File: src/rtl/vga_pkg.sv
// Shared definitions for the VGA timing receive path: FSM encoding,
// nominal frame geometry and counter widths derived from it.
package vga_pkg;

  typedef enum logic [1:0] {
    ST_SEARCH  = 2'd0,
    ST_MEASURE = 2'd1,
    ST_LOCKED  = 2'd2
  } sync_state_e;

  localparam int H_TOTAL = 768;
  localparam int V_TOTAL = 512;

  // One extra bit of headroom so a stalled or overlong source saturates
  // well beyond any legal period instead of aliasing.
  localparam int HCNT_W = $clog2(H_TOTAL) + 1;
  localparam int LCNT_W = $clog2(V_TOTAL) + 1;

  function automatic logic [HCNT_W-1:0] abs_diff(input logic [HCNT_W-1:0] a,
                                                 input logic [HCNT_W-1:0] b);
    return (a > b) ? (a - b) : (b - a);
  endfunction

endpackage

File: src/rtl/edge_detect.sv
// Registers one input bit and keeps its previous value, giving the
// registered level plus single-cycle rise and fall pulses.
module edge_detect (
  input  logic clk,
  input  logic reset,
  input  logic d,
  output logic level,
  output logic rise,
  output logic fall
);

  logic cur_q, cur_d;
  logic prev_q, prev_d;

  always_comb begin
    cur_d  = d;
    prev_d = cur_q;
  end

  always_ff @(posedge clk) begin
    if (reset) begin
      cur_q  <= 1'b0;
      prev_q <= 1'b0;
    end else begin
      cur_q  <= cur_d;
      prev_q <= prev_d;
    end
  end

  assign level = cur_q;
  assign rise  = cur_q & ~prev_q;
  assign fall  = ~cur_q & prev_q;

endmodule

File: src/rtl/vga_sync_decoder.sv
// Recovers VGA timing from active-low syncs and display enable: pixel
// coordinates, measured line/frame geometry, lock state and error pulses.
module vga_sync_decoder
  import vga_pkg::*;
#(
  parameter int LOCK_FRAMES = 2,
  parameter int LOSS_LINES  = 4,
  parameter int H_TOL       = 0
) (
  input  logic        clk,
  input  logic        reset,
  input  logic        vga_h_sync,
  input  logic        vga_v_sync,
  input  logic        inDisplayArea,
  output logic [9:0]  pixel_x,
  output logic [8:0]  pixel_y,
  output logic        pixel_valid,
  output logic [10:0] line_len,
  output logic [9:0]  frame_lines,
  output logic        frame_start,
  output logic        locked,
  output logic        timing_error
);

  localparam logic [HCNT_W-1:0] HCNT_MAX  = '1;
  localparam logic [LCNT_W-1:0] LCNT_MAX  = '1;
  localparam logic [HCNT_W-1:0] H_TOL_C   = HCNT_W'(H_TOL);
  localparam logic [2:0]        LOCK_C    = 3'(LOCK_FRAMES);
  localparam logic [3:0]        LOSS_C    = 4'(LOSS_LINES);

  logic h_level, h_rise, h_lead;
  logic v_level, v_rise, v_lead;
  logic de_lvl, de_rise, de_fall;

  edge_detect u_h_edge (.clk(clk), .reset(reset), .d(vga_h_sync),
                        .level(h_level), .rise(h_rise), .fall(h_lead));
  edge_detect u_v_edge (.clk(clk), .reset(reset), .d(vga_v_sync),
                        .level(v_level), .rise(v_rise), .fall(v_lead));
  edge_detect u_de_edge (.clk(clk), .reset(reset), .d(inDisplayArea),
                         .level(de_lvl), .rise(de_rise), .fall(de_fall));

  logic unused_sync;
  assign unused_sync = h_level ^ v_level ^ h_rise ^ v_rise;

  sync_state_e        state_q, state_d;
  logic [HCNT_W-1:0]  hcnt_q, hcnt_d;
  logic [LCNT_W-1:0]  lcnt_q, lcnt_d;
  logic [2:0]         match_q, match_d;
  logic [3:0]         miss_q, miss_d;
  logic               have_line_q, have_line_d;
  logic [9:0]         pixel_x_q, pixel_x_d;
  logic [8:0]         pixel_y_q, pixel_y_d;
  logic               pixel_valid_q, pixel_valid_d;
  logic [10:0]        line_len_q, line_len_d;
  logic [9:0]         frame_lines_q, frame_lines_d;
  logic               frame_start_q, frame_start_d;
  logic               locked_q, locked_d;
  logic               timing_error_q, timing_error_d;

  logic [LCNT_W-1:0]  lcnt_now;
  logic               h_sat, l_sat, line_ok;

  always_comb begin
    state_d        = state_q;
    match_d        = match_q;
    miss_d         = miss_q;
    have_line_d    = have_line_q;
    pixel_x_d      = pixel_x_q;
    pixel_y_d      = pixel_y_q;
    pixel_valid_d  = pixel_valid_q;
    line_len_d     = line_len_q;
    frame_lines_d  = frame_lines_q;
    frame_start_d  = v_lead;
    locked_d       = locked_q;
    timing_error_d = 1'b0;

    // The h edge is counted before any v edge in the same cycle, so a
    // coincident v edge sees the line that just started.
    lcnt_now = lcnt_q;
    l_sat    = 1'b0;
    if (h_lead && (lcnt_q != LCNT_MAX)) begin
      lcnt_now = lcnt_q + 1'b1;
      l_sat    = (lcnt_now == LCNT_MAX);
    end
    lcnt_d = v_lead ? '0 : lcnt_now;

    h_sat = 1'b0;
    if (h_lead) begin
      hcnt_d = HCNT_W'(1);
    end else if (hcnt_q != HCNT_MAX) begin
      hcnt_d = hcnt_q + 1'b1;
      h_sat  = (hcnt_d == HCNT_MAX);
    end else begin
      hcnt_d = hcnt_q;
    end

    line_ok = (abs_diff(hcnt_q, line_len_q) <= H_TOL_C);

    if (de_rise) begin
      pixel_x_d     = '0;
      pixel_valid_d = 1'b1;
    end else if (de_fall) begin
      pixel_valid_d = 1'b0;
      pixel_y_d     = pixel_y_q + 1'b1;
    end else if (pixel_valid_q && de_lvl && (pixel_x_q != 10'h3FF)) begin
      pixel_x_d = pixel_x_q + 1'b1;
    end
    if (v_lead) pixel_y_d = '0;

    unique case (state_q)
      ST_SEARCH: begin
        if (v_lead) begin
          state_d     = ST_MEASURE;
          match_d     = '0;
          have_line_d = 1'b0;
        end
      end
      ST_MEASURE: begin
        if (h_lead) begin
          if (!have_line_q) begin
            line_len_d  = hcnt_q;
            have_line_d = 1'b1;
          end else if (!line_ok) begin
            line_len_d = hcnt_q;
            match_d    = '0;
          end
        end
        // match_d is the length of the current run of identical frames.
        if (v_lead) begin
          if (lcnt_now == frame_lines_q) begin
            match_d = match_d + 1'b1;
          end else begin
            frame_lines_d = lcnt_now;
            match_d       = 3'd1;
          end
          if (match_d == LOCK_C) begin
            state_d  = ST_LOCKED;
            locked_d = 1'b1;
            miss_d   = '0;
          end
        end
      end
      ST_LOCKED: begin
        if (h_lead) begin
          if (!line_ok) begin
            timing_error_d = 1'b1;
            miss_d         = miss_q + 1'b1;
            if (miss_q == LOSS_C - 4'd1) begin
              state_d  = ST_SEARCH;
              locked_d = 1'b0;
            end
          end else begin
            miss_d = '0;
          end
        end
        if (v_lead && (lcnt_now != frame_lines_q)) begin
          timing_error_d = 1'b1;
          state_d        = ST_SEARCH;
          locked_d       = 1'b0;
        end
      end
      default: state_d = ST_SEARCH;
    endcase

    if (h_sat || l_sat) begin
      timing_error_d = 1'b1;
      state_d        = ST_SEARCH;
      locked_d       = 1'b0;
    end
  end

  always_ff @(posedge clk) begin
    if (reset) begin
      state_q        <= ST_SEARCH;
      hcnt_q         <= '0;
      lcnt_q         <= '0;
      match_q        <= '0;
      miss_q         <= '0;
      have_line_q    <= 1'b0;
      pixel_x_q      <= '0;
      pixel_y_q      <= '0;
      pixel_valid_q  <= 1'b0;
      line_len_q     <= '0;
      frame_lines_q  <= '0;
      frame_start_q  <= 1'b0;
      locked_q       <= 1'b0;
      timing_error_q <= 1'b0;
    end else begin
      state_q        <= state_d;
      hcnt_q         <= hcnt_d;
      lcnt_q         <= lcnt_d;
      match_q        <= match_d;
      miss_q         <= miss_d;
      have_line_q    <= have_line_d;
      pixel_x_q      <= pixel_x_d;
      pixel_y_q      <= pixel_y_d;
      pixel_valid_q  <= pixel_valid_d;
      line_len_q     <= line_len_d;
      frame_lines_q  <= frame_lines_d;
      frame_start_q  <= frame_start_d;
      locked_q       <= locked_d;
      timing_error_q <= timing_error_d;
    end
  end

  assign pixel_x      = pixel_x_q;
  assign pixel_y      = pixel_y_q;
  assign pixel_valid  = pixel_valid_q;
  assign line_len     = line_len_q;
  assign frame_lines  = frame_lines_q;
  assign frame_start  = frame_start_q;
  assign locked       = locked_q;
  assign timing_error = timing_error_q;

endmodule
File: config.mk
export PLATFORM = sky130hd
export DESIGN_NAME = vga_sync_decoder
export DESIGN_NICKNAME = d
export VERILOG_FILES = /design/src/rtl/vga_pkg.sv /design/src/rtl/edge_detect.sv /design/src/rtl/vga_sync_decoder.sv
export SDC_FILE = /design/constraint.sdc
export NUM_CORES = 1
export LEC_CHECK = 0
export BUFFER_PORTS_ARGS = -buffer_cell sky130_fd_sc_hd__buf_4
export CORE_AREA = 5 5 115 117
export DETAILED_ROUTE_END_ITERATION = 8
export DIE_AREA = 0 0 120 122
export GPL_TIMING_DRIVEN = 0
export PLACE_DENSITY_LB_ADDON = 0.2
export SETUP_SLACK_MARGIN = 0.05
export SYNTH_ARGS = -nofsm -noshare
export SYNTH_HDL_FRONTEND = slang
export SYNTH_HIERARCHICAL = 1
export SYNTH_SLANG_ARGS = --single-unit
File: constraint.sdc
create_clock -name clk -period 4.25 [get_ports clk]
set_clock_uncertainty 0.15 [all_clocks]
set_input_delay 0.2125 -clock clk [delete_from_list [all_inputs] [get_ports clk]]
set_output_delay 0.2125 -clock clk [all_outputs]
set_load 0.005 [all_outputs]
After elaboration in Yosys (flattened, before gate mapping)
Index checks and enable logic that the tools add are counted.
{ "word_totals": {"regBits": 81, "in_bits": 5, "output_inout_bits": 44, "wordCells": 134} }
{ "classes": {"n_addsub": 8, "order_cmp": 2, "eq_ne": 20, "mux": 49, "bitwise": 11, "n_reduce_logical": 23} }
{ "op_table": {"columns": ["cell", "n"], "rows": [
  ["$mux W11", 3],
  ["$mux W3", 9],
  ["$sub A11 B11 Y11", 2],
  ["$add A10 B1 Y10 const B", 2],
  ["$mux W1", 20],
  ["$ne A10 B10 Y1 const B", 2],
  ["$mux W4", 4],
  ["$mux W2", 7],
  ["$ne A2 B2 Y1 const B", 6],
  ["$reduce_and A6 Y1", 2],
  ["$add A11 B1 Y11 const B", 1],
  ["$eq A11 B11 Y1 const B", 1],
  ["$gt A11 B11 Y1", 1],
  ["$le A11 B1 Y1 const B", 1],
  ["$ne A11 B11 Y1 const B", 1],
  ["$eq A10 B10 Y1", 1],
  ["$eq A10 B10 Y1 const B", 1],
  ["$mux W10", 1],
  ["$ne A10 B10 Y1", 1],
  ["$add A9 B1 Y9 const B", 1],
  ["$ne A3 B3 Y1 const B", 3],
  ["$reduce_and A3 Y1", 3],
  ["$pmux W4 S2", 1],
  ["$reduce_bool A2 Y1", 4],
  ["17 further kinds", 35]
]} }

Logic depth before layout (Yosys ltp)
{ "depth": {"ltp_word": 15, "depth_mapped": 17} }

Modules after synthesis
Netlist, hierarchy kept.
{ "by_module_without_submodules": {"columns": ["mod", "n_inst", "cells_per_inst", "area_per_inst_um2"], "rows": [
  ["vga_sync_decoder", 1, 631, 5147.4],
  ["edge_detect", 3, 6, 65.1]
]} }

Least setup slack after synthesis
Ideal clock, no wire load.
{ "synth_timing": {"kind": "register to register", "start": "reg line_len_q[1] (netlist: line_len[1])", "end": "reg locked_q (netlist: locked)", "setup_time_ns": 0.058, "t_arrival_ns": 3.409, "path_slack_ns": 0.633, "path_stages_with_launch": 17, "n_path_buf": 0, "period_less_slack_ns": 3.617, "cell_sequence": "dfxtp_1 -> inv_1 -> ha_1 -> nor2b_4 -> o31a_1 -> o21a_1 -> o221ai_2 -> mux2_2 -> nand4_1 -> nand3_1 -> nor2_1 -> ha_1 -> xnor2_1 -> and2_1 -> nand4_1 -> nor4b_1 -> o21a_1"} }
{ "synth_between": {"elab_chain_len": 14} }
{ "synth_rtl": {"columns": ["element", "line_no", "text"], "rows": [
  ["start, declared", "vga_sync_decoder.sv:54", "logic [10:0] line_len_q, line_len_d;"],
  ["start signal, assigned", "vga_sync_decoder.sv:198", "line_len_q <= line_len_d;"],
  ["$sub A11 B11 Y11 / $gt A11 B11 Y1 (equally long branches)", "vga_pkg.sv:21", "return (a > b) ? (a - b) : (b - a);"],
  ["$mux W11 *", "vga_pkg.sv:21", null],
  ["$le A11 B1 Y1 *", "vga_sync_decoder.sv:97", "line_ok = (abs_diff(hcnt_q, line_len_q) <= H_TOL_C);"],
  ["$mux W3", "vga_sync_decoder.sv:123", "end else if (!line_ok) begin"],
  ["$mux W3", "vga_sync_decoder.sv:120", "if (!have_line_q) begin"],
  ["$mux W3", "vga_sync_decoder.sv:119", "if (h_lead) begin"],
  ["$mux W3", "vga_sync_decoder.sv:110", "unique case (state_q)"],
  ["$add A3 B1 Y3", "vga_sync_decoder.sv:131", "match_d = match_d + 1'b1;"],
  ["$mux W3", "vga_sync_decoder.sv:130", "if (lcnt_now == frame_lines_q) begin"],
  ["$mux W3", "vga_sync_decoder.sv:129", "if (v_lead) begin"],
  ["$mux W3", "vga_sync_decoder.sv:110", null],
  ["$eq A3 B2 Y1", "vga_sync_decoder.sv:136", "if (match_d == LOCK_C) begin"],
  ["$ne A2 B2 Y1 (no source line)", null, null],
  ["$reduce_and A6 Y1 (no source line) *", null, null],
  ["end signal, assigned", "vga_sync_decoder.sv:201", "locked_q <= locked_d;"],
  ["end, declared", "vga_sync_decoder.sv:57", "logic locked_q, locked_d;"]
]} }
Mark *: on every way between the ends. The rest lies on a longest branch, timed or not. The select of a mux whose other input is x is not followed.
A chain may end at the register's enable or synchronous reset.

Final worst setup path
{ "layout_timing": {"start": "reg hcnt_q[1]", "end": "reg locked_q (netlist: locked)"} }
{ "layout_between": {"elab_chain_len": 14} }
{ "layout_rtl": {"columns": ["element", "line_no", "text"], "rows": [
  ["start, declared", "vga_sync_decoder.sv:46", "logic [HCNT_W-1:0] hcnt_q, hcnt_d;"],
  ["start signal, assigned", "vga_sync_decoder.sv:190", "hcnt_q <= hcnt_d;"],
  ["$sub A11 B11 Y11 / $gt A11 B11 Y1 (equally long branches)", "vga_pkg.sv:21", null],
  ["$mux W11", "vga_pkg.sv:21", null],
  ["$le A11 B1 Y1", "vga_sync_decoder.sv:97", null],
  ["$mux W3", "vga_sync_decoder.sv:123", null],
  ["$mux W3", "vga_sync_decoder.sv:120", null],
  ["$mux W3", "vga_sync_decoder.sv:119", null],
  ["$mux W3", "vga_sync_decoder.sv:110", null],
  ["$add A3 B1 Y3", "vga_sync_decoder.sv:131", null],
  ["$mux W3", "vga_sync_decoder.sv:130", null],
  ["$mux W3", "vga_sync_decoder.sv:129", null],
  ["$mux W3", "vga_sync_decoder.sv:110", null],
  ["$eq A3 B2 Y1", "vga_sync_decoder.sv:136", null],
  ["$ne A2 B2 Y1 (no source line)", null, null],
  ["$reduce_and A6 Y1 (no source line)", null, null]
]} }
Parallel ways exist; a longest one is shown, timed or not. The select of a mux whose other input is x is not followed.

==> metrics.txt <==
reg2reg path depth=14; Residual DRC=0; die area=14600 um2; Boundary Pins=49; clock latency on the worst-skew pair=340 ps; clk root buf=clkbuf_16; HP Class=flip-flop to flip-flop; outcome=complete, no violations; P&R area growth vs syn=18.7%; first-pass GRT wire length=~23 mm; via count=4977; Leak=0.00247 uW; Hold Crit Depth=1; Reg clk slew, reported paths=60 ps; Peak VDD IR=0.203 mV; largest net degree at the start of global routing=15; WHS=320 ps; met3 GRT Util=0.0316; Die X=about 120 um; grt peak-use layer=met2; Clock Path Buffers=2; Post-DRT Antenna Nets=0; crit path kind=flip-flop to flip-flop; Max transition margin=0.586; Gate power share=0.102; commonest non-fill, non-tap cell in the layout=dfxtp_1; Max-Cap Viols=0; Synth warnings=6; NetSw=434 uW; initial core utilization=0.435; Pwr Density=279 nW/um2; number of DRC markers in iteration 0=247; grt met2 use=0.327; via/cell ratio=5.73; Setup TNS=0 ps; Net Sw Frac=0.246; Clock Power Share=0.458; Synth Net Count=slightly below 700; vias in the first global route=4804; post-CTS setup buffers=0; critical path data required time=4390 ps; Worst EP arrival=~4200 ps; router iterations before antenna repair=4; TritonCTS Buffers=9; Worst setup SP type=flip-flop; CTS tree=built; row count=41; All-Layer GR Usage=0.189; Crit Path Max Fanout=7; share of cells above drive strength 1=0.166; H-tree lvl count=3; Worst Tran Pin Value=605 ps; DRT Wirelength=13.7 mm; antenna diode count=0; final period utilization=0.961; endpoints failing hold=0; Max Clk Rate=roughly 0.24 GHz; crit end category=flip-flop; cell count after synthesis=647; Die H=122 um; Core ar.=12300 um2; GRT met1 Usage=0.237; dpl hpwl=10.2 mm; synthesized cell area=5330 um2; Internal=1330 uW; initial antenna violation count=0; Final Wtd Congestion=approximately 0.88; minimum clock period=around 4000 ps; NumNets Final=roughly 750; IO buf count=48; Avg WL per Cell=15.8 um; gr ovfl total=0; endpoints failing setup=0; Final Max Tran Viols=0; RSZ-0062 raised after global routing=false; clk sinks=a little over 80; sequential power share=0.439; commonest non-fill, non-tap cells in the layout=80 x dfxtp_1, 57 x nor2_1, 52 x buf_4; mean post-synth cell area=8.24 um2
-- flip-flops by register name, indices dropped and copies added, names as in the netlist, 2 cells and up --
signal,count
frame_lines,10
pixel_x,10
pixel_y,9
lcnt_q,10
match_q,3
miss_q,4
state_q,2
line_len,11
hcnt_q,11
-- path summary, 6_finish.rpt --
check / from / endpoint / slack [ps]
worst min-delay path: u_h_edge/level / u_h_edge/prev_q / 320
worst max-delay path: hcnt_q[1] / locked / 160
worst max register to register: hcnt_q[1] / locked / 160
worst min register to register: u_h_edge/level / u_h_edge/prev_q / 320
-- worst max-delay path, cell delays in order (launching register included) --
cell and delay, ps:
dfxtp_1 460, ha_1 330, nor2b_1 170, or2_2 300, a221o_1 360, xor2_1 180, nor4_1 350, a221o_1 350
and4_4 290, ha_2 210, xnor2_1 120, and2_1 200, nand4_1 150, nor4b_2 290, o21a_1 130
-- metal layers --
layer | share of wire | vias up
li1 | - | 2477
met1 | 0.46 | 2352
met2 | 0.48 | 127
met3 | 0.045 | 21
met4 | 0.020 | 0
met5 | 0 | -
-- power by group through the flow --
| stage | Sequential, uW | Combinational [uW] | Clock [uW] |
|---|---|---|---|
| after CTS | 776 | 175 | 829 |
| after global routing | 777 | 196 | 861 |
| after floorplan | 790 | 125 | 0 |
| final | 776 | 181 | 810 |
| after detailed placement | 793 | 169 | 0 |
| after global placement | 793 | 165 | 0 |
-- stage by stage --
| stage | cell area [um2] | total power (uW) | setup WS (ps) | utilization | std cells |
|---|---|---|---|---|---|
| after floorplan | 5330 | 915 | 633 | - | 647 |
| after global placement | 5880 | 958 | 168 | 0.479 | 845 |
| after detailed placement | 5880 | 962 | 163 | 0.479 | 845 |
| after CTS | 6260 | 1780 | 105 | 0.511 | 868 |
| after global routing | 6320 | 1830 | 45.0 | 0.516 | 868 |
| final | 6320 | 1770 | 165 | 0.516 | 868 |
-- layout make-up --
| cell class | count | area, um2 |
|---|---|---|
| timing repair buffer | 55 | 430 |
| multi-input combinational | 501 | 3480 |
| inverter | 36 | 135 |
| buffer | 29 | 158 |
| clock buffer | 11 | 253 |
| fill | 1154 | 5940 |
| sequential | 81 | 1620 |
| clock inverter | 5 | 61.3 |
| tap | 150 | 188 |
-- timing repair --
action / in CTS / in global routing
endpoints found under the hold margin: 6 / 0
setup endpoints to repair: 0 / 6
hold buffers: 7 / 0
gates resized for setup: 0 / 14
(Power assumes the default switching activity.)
